<file path="src/rtl/nn_pkg.sv">
// Shared definitions for the NeuralNetwork test campaign logic.
// Holds the sequencer state encoding, the class-label width and the default
// test-vector ROM / label Memory geometry.
package nn_pkg;

  typedef enum logic [2:0] {
    ST_IDLE,
    ST_SETUP,
    ST_ISSUE,
    ST_WAIT,
    ST_SCORE,
    ST_DONE
  } seq_state_e;

  localparam int unsigned CLASS_W        = 4;
  localparam int unsigned NN_ADDR_W      = 10;
  localparam int unsigned NN_NUM_VECTORS = 750;

endpackage

</file>
<file path="src/rtl/nn_addr_stepper.sv">
// Test-vector address register for nn_test_sequencer.
// Loads a base address, or advances by STRIDE modulo NUM_VECTORS.
// Ports:
//   clk   - system clock
//   rst   - synchronous active-low reset (address -> 0)
//   load  - load base into the address register (has priority over step)
//   base  - address to load
//   step  - advance the address by STRIDE with wrap
//   addr  - current registered address
module nn_addr_stepper #(
  parameter int unsigned ADDR_W      = 10,
  parameter int unsigned NUM_VECTORS = 750,
  parameter int unsigned STRIDE      = 1
) (
  input  logic              clk,
  input  logic              rst,
  input  logic              load,
  input  logic [ADDR_W-1:0] base,
  input  logic              step,
  output logic [ADDR_W-1:0] addr
);

  localparam logic [ADDR_W:0] NV_W     = (ADDR_W+1)'(NUM_VECTORS);
  localparam logic [ADDR_W:0] STRIDE_W = (ADDR_W+1)'(STRIDE);

  logic [ADDR_W-1:0] addr_d, addr_q;
  logic [ADDR_W:0]   sum;

  // One extra bit keeps the carry so a single conditional subtract suffices
  // (addr < NUM_VECTORS and STRIDE < NUM_VECTORS bound the sum below 2*NV).
  always_comb begin
    sum    = {1'b0, addr_q} + STRIDE_W;
    addr_d = addr_q;
    if (load) begin
      addr_d = base;
    end else if (step) begin
      if (sum >= NV_W) begin
        addr_d = ADDR_W'(sum - NV_W);
      end else begin
        addr_d = sum[ADDR_W-1:0];
      end
    end
  end

  always_ff @(posedge clk) begin
    if (!rst) begin
      addr_q <= '0;
    end else begin
      addr_q <= addr_d;
    end
  end

  assign addr = addr_q;

endmodule

</file>
<file path="src/rtl/nn_test_sequencer.sv">
// Runs a campaign of NUM_TESTS inferences through the NeuralNetwork core and
// scores each predicted class against the label Memory.
// Ports:
//   clk, rst          - clock and synchronous active-low reset
//   go, base_addr     - start a campaign at base_addr (accepted in IDLE/DONE)
//   nn_finish         - finish level from the core (rising edge in WAIT counts)
//   nn_result, label  - predicted class and expected class
//   test_addr         - address to the test-vector ROM and label Memory
//   nn_start          - one-cycle start pulse to the core
//   busy, done        - campaign running / campaign complete
//   correct_count     - tests with result == label
//   total_count       - tests scored so far
//   timeout_err       - sticky: some test in this campaign timed out
//   score_valid/hit   - one-cycle score pulse and its hit flag
module nn_test_sequencer
  import nn_pkg::*;
#(
  parameter int unsigned ADDR_W      = NN_ADDR_W,
  parameter int unsigned NUM_VECTORS = NN_NUM_VECTORS,
  parameter int unsigned NUM_TESTS   = 100,
  parameter int unsigned STRIDE      = 1,
  parameter int unsigned SETUP_CYC   = 2,
  parameter int unsigned TIMEOUT     = 4096
) (
  input  logic               clk,
  input  logic               rst,
  input  logic               go,
  input  logic [ADDR_W-1:0]  base_addr,
  input  logic               nn_finish,
  input  logic [CLASS_W-1:0] nn_result,
  input  logic [CLASS_W-1:0] label,
  output logic [ADDR_W-1:0]  test_addr,
  output logic               nn_start,
  output logic               busy,
  output logic               done,
  output logic [15:0]        correct_count,
  output logic [15:0]        total_count,
  output logic               timeout_err,
  output logic               score_valid,
  output logic               score_hit
);

  localparam logic [15:0] NUM_TESTS_W = 16'(NUM_TESTS);

  seq_state_e  state_d, state_q;
  logic [31:0] timer_d, timer_q;
  logic        nn_start_d, nn_start_q;
  logic        busy_d, busy_q;
  logic        done_d, done_q;
  logic [15:0] correct_d, correct_q;
  logic [15:0] total_d, total_q;
  logic        tout_d, tout_q;
  logic        score_valid_d, score_valid_q;
  logic        score_hit_d, score_hit_q;
  logic        fin_prev_q;
  logic        fin_edge;
  logic        addr_load, addr_step;

  assign fin_edge = nn_finish & ~fin_prev_q;

  nn_addr_stepper #(
    .ADDR_W      (ADDR_W),
    .NUM_VECTORS (NUM_VECTORS),
    .STRIDE      (STRIDE)
  ) u_addr (
    .clk  (clk),
    .rst  (rst),
    .load (addr_load),
    .base (base_addr),
    .step (addr_step),
    .addr (test_addr)
  );

  // Score pulse, hit flag and counters are registered on the transition into
  // SCORE, so they are all visible together during the single SCORE cycle.
  always_comb begin
    state_d       = state_q;
    timer_d       = timer_q;
    nn_start_d    = 1'b0;
    busy_d        = busy_q;
    done_d        = done_q;
    correct_d     = correct_q;
    total_d       = total_q;
    tout_d        = tout_q;
    score_valid_d = 1'b0;
    score_hit_d   = 1'b0;
    addr_load     = 1'b0;
    addr_step     = 1'b0;

    case (state_q)
      ST_IDLE, ST_DONE: begin
        if (go) begin
          state_d   = ST_SETUP;
          timer_d   = '0;
          addr_load = 1'b1;
          correct_d = '0;
          total_d   = '0;
          tout_d    = 1'b0;
          done_d    = 1'b0;
          busy_d    = 1'b1;
        end
      end
      ST_SETUP: begin
        if (timer_q + 32'd1 >= SETUP_CYC) begin
          state_d    = ST_ISSUE;
          timer_d    = '0;
          nn_start_d = 1'b1;
        end else begin
          timer_d = timer_q + 32'd1;
        end
      end
      ST_ISSUE: begin
        state_d = ST_WAIT;
        timer_d = '0;
      end
      ST_WAIT: begin
        if (fin_edge || (timer_q + 32'd1 >= TIMEOUT)) begin
          state_d       = ST_SCORE;
          timer_d       = '0;
          score_valid_d = 1'b1;
          score_hit_d   = fin_edge && (nn_result == label);
          tout_d        = tout_q | ~fin_edge;
          if (total_q != '1) begin
            total_d = total_q + 16'd1;
          end
          if (score_hit_d && (correct_q != '1)) begin
            correct_d = correct_q + 16'd1;
          end
        end else begin
          timer_d = timer_q + 32'd1;
        end
      end
      ST_SCORE: begin
        if (total_q == NUM_TESTS_W) begin
          state_d = ST_DONE;
          done_d  = 1'b1;
          busy_d  = 1'b0;
        end else begin
          state_d   = ST_SETUP;
          timer_d   = '0;
          addr_step = 1'b1;
        end
      end
      default: begin
        state_d = ST_IDLE;
      end
    endcase
  end

  always_ff @(posedge clk) begin
    if (!rst) begin
      state_q       <= ST_IDLE;
      timer_q       <= '0;
      nn_start_q    <= 1'b0;
      busy_q        <= 1'b0;
      done_q        <= 1'b0;
      correct_q     <= '0;
      total_q       <= '0;
      tout_q        <= 1'b0;
      score_valid_q <= 1'b0;
      score_hit_q   <= 1'b0;
      fin_prev_q    <= 1'b0;
    end else begin
      state_q       <= state_d;
      timer_q       <= timer_d;
      nn_start_q    <= nn_start_d;
      busy_q        <= busy_d;
      done_q        <= done_d;
      correct_q     <= correct_d;
      total_q       <= total_d;
      tout_q        <= tout_d;
      score_valid_q <= score_valid_d;
      score_hit_q   <= score_hit_d;
      fin_prev_q    <= nn_finish;
    end
  end

  assign nn_start      = nn_start_q;
  assign busy          = busy_q;
  assign done          = done_q;
  assign correct_count = correct_q;
  assign total_count   = total_q;
  assign timeout_err   = tout_q;
  assign score_valid   = score_valid_q;
  assign score_hit     = score_hit_q;

endmodule

</file>
<file path="config.mk">
export PLATFORM = sky130hd
export DESIGN_NAME = nn_test_sequencer
export DESIGN_NICKNAME = d
export VERILOG_FILES = /design/src/rtl/nn_pkg.sv /design/src/rtl/nn_addr_stepper.sv /design/src/rtl/nn_test_sequencer.sv
export SDC_FILE = /design/constraint.sdc
export NUM_CORES = 1
export LEC_CHECK = 0
export ABC_AREA = 1
export BUFFER_PORTS_ARGS = -buffer_cell sky130_fd_sc_hd__buf_2
export CORE_MARGIN = 2
export CORE_UTILIZATION = 40
export CTS_CLUSTER_SIZE = 10
export DETAILED_ROUTE_END_ITERATION = 16
export GPL_TIMING_DRIVEN = 0
export PLACE_DENSITY = 0.66
export SLEW_MARGIN = 5
export SYNTH_ARGS = -nofsm -noshare
export SYNTH_HDL_FRONTEND = slang
export SYNTH_HIERARCHICAL = 1
export SYNTH_SLANG_ARGS = --single-unit
</file>
<file path="constraint.sdc">
create_clock -name clk -period 2.5 [get_ports clk]
set_clock_uncertainty 0.2 [all_clocks]
set_input_delay 0.375 -clock clk [delete_from_list [all_inputs] [get_ports clk]]
set_output_delay 0.375 -clock clk [all_outputs]
set_load 0.005 [all_outputs]
</file>
# Word level (Yosys, flattened, before mapping)
# Cells that the tools add are included.
# word_totals
register_bits,84
input_bits,22
out_inout_bits,48
elab_cells,92
# op_classes
n_addsub,5
magnitude_cmp,3
eq_ne,16
mux,34
n_bitwise,4
n_reduce_logical,18
# ops
cell,count
case mux 32 bit (5 select lines),1
2-to-1 mux 32 bit,4
2-to-1 mux 16 bit,5
case mux 16 bit (2 select lines),2
adder 16 x 1 -> 16 bit (second input constant),2
adder 32 x 1 -> 32 bit (second input constant),1
greater-or-equal comparator 32 x 13 -> 1 bit (second input constant),1
greater-or-equal comparator 32 x 2 -> 1 bit (second input constant),1
!= test 16 bit (second input constant),2
2-to-1 mux 10 bit,3
equality test 16 x 7 -> 1 bit (second input constant),1
case mux 3 bit (5 select lines),1
AND reduction 3 bit,5
!= test 2 bit (second input constant),7
2-to-1 mux 3 bit,4
adder 10 x 1 -> 11 bit (second input constant),1
greater-or-equal comparator 11 x 10 -> 1 bit (second input constant),1
2-to-1 mux 1 bit,11
subtractor 10 bit (second input constant),1
AND reduction 4 bit,2
equality test 3 x 2 -> 1 bit (second input constant),2
equality test 3 bit (second input constant),2
case mux 1 bit (2 select lines),3
nonzero test 2 bit,3
other kinds (11),14

# Logic depth before layout (Yosys ltp)
# logic_depth
word_depth,7
depth_mapped,17
ltp_nobuf,16

# Cells and area by module
# Netlist, hierarchy kept.
# modules_own_cells
module,n_inst,cells_per_inst,area_each_um2,seq_area_each_um2
nn_test_sequencer,1,747,4683.2,1481.4
nn_addr_stepper,1,163,962.2,200.2

# Worst setup path after synthesis
# Ideal clock, no wire load.
# synth_timing
kind,flip-flop to flip-flop
start,register timer_q[1]
end,register correct_q[10] (netlist: correct_count[10])
setup_ns,0.132
arrival_ns,2.029
t_required_ns,2.168
slack_ns,0.139
path_stages_with_launch,16
n_path_buf,1
synth_period_minus_slack_ns,2.361
path_cell_list,dfxtp_1 -> ha_1 -> nand2_1 -> nor2_4 -> nand2_1 -> nor2_2 -> nand2_1 -> nand2_1 -> nand2_1 -> nor2_1 -> nand3_1 -> nor2_4 -> nand4_4 -> clkbuf_1 -> nand4_1 -> a21oi_1
# synth_between
elab_chain_cells,5
# synth_lines
element,line,source
start: declaration,nn_test_sequencer.sv:46,"logic [31:0] timer_d, timer_q;"
start signal: assignment,nn_test_sequencer.sv:165,timer_q <= timer_d;
adder 32 x 1 -> 32 bit,nn_test_sequencer.sv:117,if (fin_edge || (timer_q + 32'd1 >= TIMEOUT)) begin
greater-or-equal comparator 32 x 13 -> 1 bit,nn_test_sequencer.sv:117,
logical OR 1 bit,nn_test_sequencer.sv:117,
!= test 2 bit (no line),n/a,
AND reduction 4 bit (no line),n/a,
end signal: assignment,nn_test_sequencer.sv:169,correct_q <= correct_d;
end: declaration,nn_test_sequencer.sv:50,"logic [15:0] correct_d, correct_q;"
# No other way between the ends.
# A chain may end at the register's enable or synchronous reset.

# Worst setup path after layout
# layout_timing
start,register timer_q[0]
end,register correct_q[15] (netlist: correct_count[15])
# The elaborated chain is that of the path after synthesis.

==> results.sh <==
export IMPL_status="finished, violations left"
export IMPL_violations="negative setup slack"
export IMPL_switching_share_pct=40.7
export IMPL_routed_via_density=5.17
export IMPL_drive_gt1_share_pct=28.4
export IMPL_syn2layout_area_growth_pct=30.9
export IMPL_cp_startpoint="timer_q[0]"
export IMPL_timing_final_crit_period_ns=2.60
export IMPL_maxCapViolCount=0
export IMPL_final_cells=1208
export IMPL_clock_latency_ns=0.35
export IMPL_reg2reg_from="timer_q[0]"
export IMPL_multiInputGateArea_um2=3900
export IMPL_chipHeight_um=123
export IMPL_cts_max_path_buffers=2
export IMPL_synth_cells=910
export IMPL_worstPathRequired_ns=2.58
export IMPL_routed_wl_um=16600
export IMPL_max_freq_ghz=0.384
export IMPL_endpoint="correct_count[15]"
export IMPL_cts_root_buf="clkbuf_16"
export IMPL_die_area_um2=15100
export IMPL_setup_viol=46
export IMPL_p_seq_share_pct=29.6
export IMPL_die_width_um=123
export IMPL_p_int_mw=3.15
export IMPL_crit_type="flip-flop to flip-flop"
export IMPL_syn_nets=940
export IMPL_rsz0062_at_grt="yes"
export IMPL_coreArea_um2=13800
export IMPL_grt_max_degree=20
export IMPL_hold_class="primary input to flip-flop"
export IMPL_grt_met2_usage_pct=36.2
export IMPL_p_leak_nw=3.01
export IMPL_r2r_cells=15
export IMPL_grt_pass1_wl_um=27100
export IMPL_cts_tree="built"
export IMPL_n_antenna_cell=0
export IMPL_startpoint_type="flip-flop"
export IMPL_synth_warnings=6
export IMPL_dp_cells=1159
export IMPL_netlist_area_um2=5650
export IMPL_slew_violations=0
export IMPL_place_ws_ns=-0.466
export IMPL_power_switching_mw=2.16
export IMPL_vias=6250
export IMPL_clock_sinks=84
export IMPL_setup_slack_ns=-0.102
export IMPL_seq_area_um2=1720
export IMPL_cp_end_kind="flip-flop"
export IMPL_final_cell_mix="nand2_1, inv_1, nor2_1"
export IMPL_nets=1053
export IMPL_clk_pin_slew_ns=0.06
export IMPL_overflow=0
export IMPL_clkPwrFrac_pct=27.7
export IMPL_grtUsageMet3_pct=3.35
export IMPL_rows=43
export IMPL_r2r_slack_ns=-0.10
export IMPL_globalplace_congestion=0.902
export IMPL_antenna_found_initial=0
export IMPL_ys_flop_type="dfxtp_1"
export IMPL_combPwrFrac_pct=42.7
export IMPL_cts_max_level=3
export IMPL_finalHoldViolCount=0
export IMPL_power_density_nw_per_um2=718
export IMPL_synth_seq_area_share_pct=29.8
export IMPL_async_flop_share_pct=0
export IMPL_wl_per_cell_um=13.8
export IMPL_first_global_vias=5678
export IMPL_drt_pass1_iterations=5
export IMPL_min_period_over_period_pct=104
export IMPL_tightest_slew_ns=0.675
export IMPL_drt_initial_drc_count=358
export IMPL_vdd_drop_max_mv=0.419
export IMPL_place_area_um2=6220
export IMPL_cts_made_buffers=9
export IMPL_fill_cells=1388
export IMPL_arrival_ns=2.69
export IMPL_grt_util_all_layers_pct=22.6
export IMPL_drc=0
export IMPL_ys_types=42
export IMPL_post_dp_hpwl_um=11600
export IMPL_tns_ns=-2.68
export IMPL_ant_nets=0
export IMPL_synth_edff_count=0
export IMPL_final_common_cell="nand2_1"
export IMPL_r2r_end="correct_count[15]"
export IMPL_relSlewSlack_pct=55.0
export IMPL_busiest_layer="met2"
export IMPL_avgSynthCellArea_um2=6.20
export IMPL_start_util_pct=40.8
export IMPL_grt_met1_usage_pct=29.8
export IMPL_critPathMaxFanout=7
export IMPL_ys_ff_latch=84
export IMPL_ioPinCount=70
export IMPL_numPortBuffers=69
export IMPL_fin_area_um2=7390
-- how the worst min path moves through the flow --
stage,from,end,cells after the start
after detailed placement,timeout_err,timeout_err,2
final,nn_finish,fin_prev_q,3
after global routing,nn_finish,fin_prev_q,3
after CTS,nn_finish,fin_prev_q,3
after floorplan,timer_q[31],timer_q[31],2
after global placement,timeout_err,timeout_err,2
-- repair_timing --
action | 4_1_cts | 5_1_grt
pin swaps | 22 | 45
gates resized for setup | 71 | 119
endpoints found under the setup margin | 67 | 80
gates cloned | 3 | 0
hold buffers | 0 | 0
buffers inserted | 18 | 14
-- power groups by stage --
stage / logic (mW) / registers, mW / clock network, mW
6_report: 2.27 / 1.57 / 1.47
3_5_place_dp: 1.74 / 1.59 / 0
2_1_floorplan: 1.26 / 1.57 / 0
4_1_cts: 1.99 / 1.56 / 1.49
3_3_place_gp: 1.74 / 1.58 / 0
5_1_grt: 2.51 / 1.59 / 1.54
-- synth_stat cells, drive strengths merged, types with 11 or more instances --
cell | count | area, um2
nand4 | 50 | 328
nor3 | 35 | 180
dfxtp | 84 | 1680
nand2 | 256 | 986
xor2 | 28 | 245
nand3 | 62 | 345
clkbuf | 19 | 71.3
a21oi | 62 | 314
o21ai | 11 | 55.1
inv | 110 | 413
nor2 | 136 | 566
-- metal layers --
metal  wire length (um)  vias to the layer above  share of wire (%)
met5                  0                        -                  0
met3                870                       30                5.2
met2               7760                      171                 47
met1               7570                     2878                 46
met4                416                        0                2.5
li1                   -                     3171                  -
-- state kept, by name (all words and copies together), names as in the netlist --
name	flops
timeout_err	1
score_hit	1
state_q	3
busy	1
nn_start	1
fin_prev_q	1
total_count	16
done	1
score_valid	1
correct_count	16
u_addr/addr	10
timer_q	32
-- through the flow --
step / hold WS, ns / util, % / power (mW)
after global placement: 0.242 / 45.0 / 3.33
after CTS: 0.0360 / 50.0 / 5.04
after floorplan: 0.239 / - / 2.82
final: 0.0452 / 53.5 / 5.31
after global routing: 0.0589 / 53.5 / 5.64
after detailed placement: 0.247 / 45.0 / 3.33
-- kinds of logic (layout without fill, tap and decap cells) --
logic type | Yosys count | in the layout | share of synthesized area (%)
fa+ha+maj | 8 | 8 | 1.77
simple gates | 556 | 557 | 44.7
buf+inv | 139 | 256 | 9.75
compound gates | 87 | 87 | 8.44
xor+xnor | 36 | 36 | 5.59
flops | 84 | 84 | 29.8
-- cell type report --
type,count,area share [%]
Clock inverter,5,1.02
Sequential cell,84,23.3
Tap cell,180,3.05
Buffer,25,2.01
Clock buffer,11,3.28
Inverter,112,5.72
Multi-Input combinational cell,688,52.8
Timing Repair Buffer,103,8.82
-- worst max-delay path, stage by stage (launching register included) --
cell	delay, ns
dfxtp_4	0.37
ha_4	0.17
nand2_4	0.05
nor2_4	0.17
nand2_2	0.09
nor2_4	0.18
buf_6	0.12
nand3_2	0.07
nand2_2	0.10
nand3_4	0.09
nor2_4	0.18
nand4_4	0.22
nand3_4	0.19
buf_6	0.15
nand2_2	0.06
a21oi_2	0.12
No activity file was read; power rests on OpenSTA's default activity.
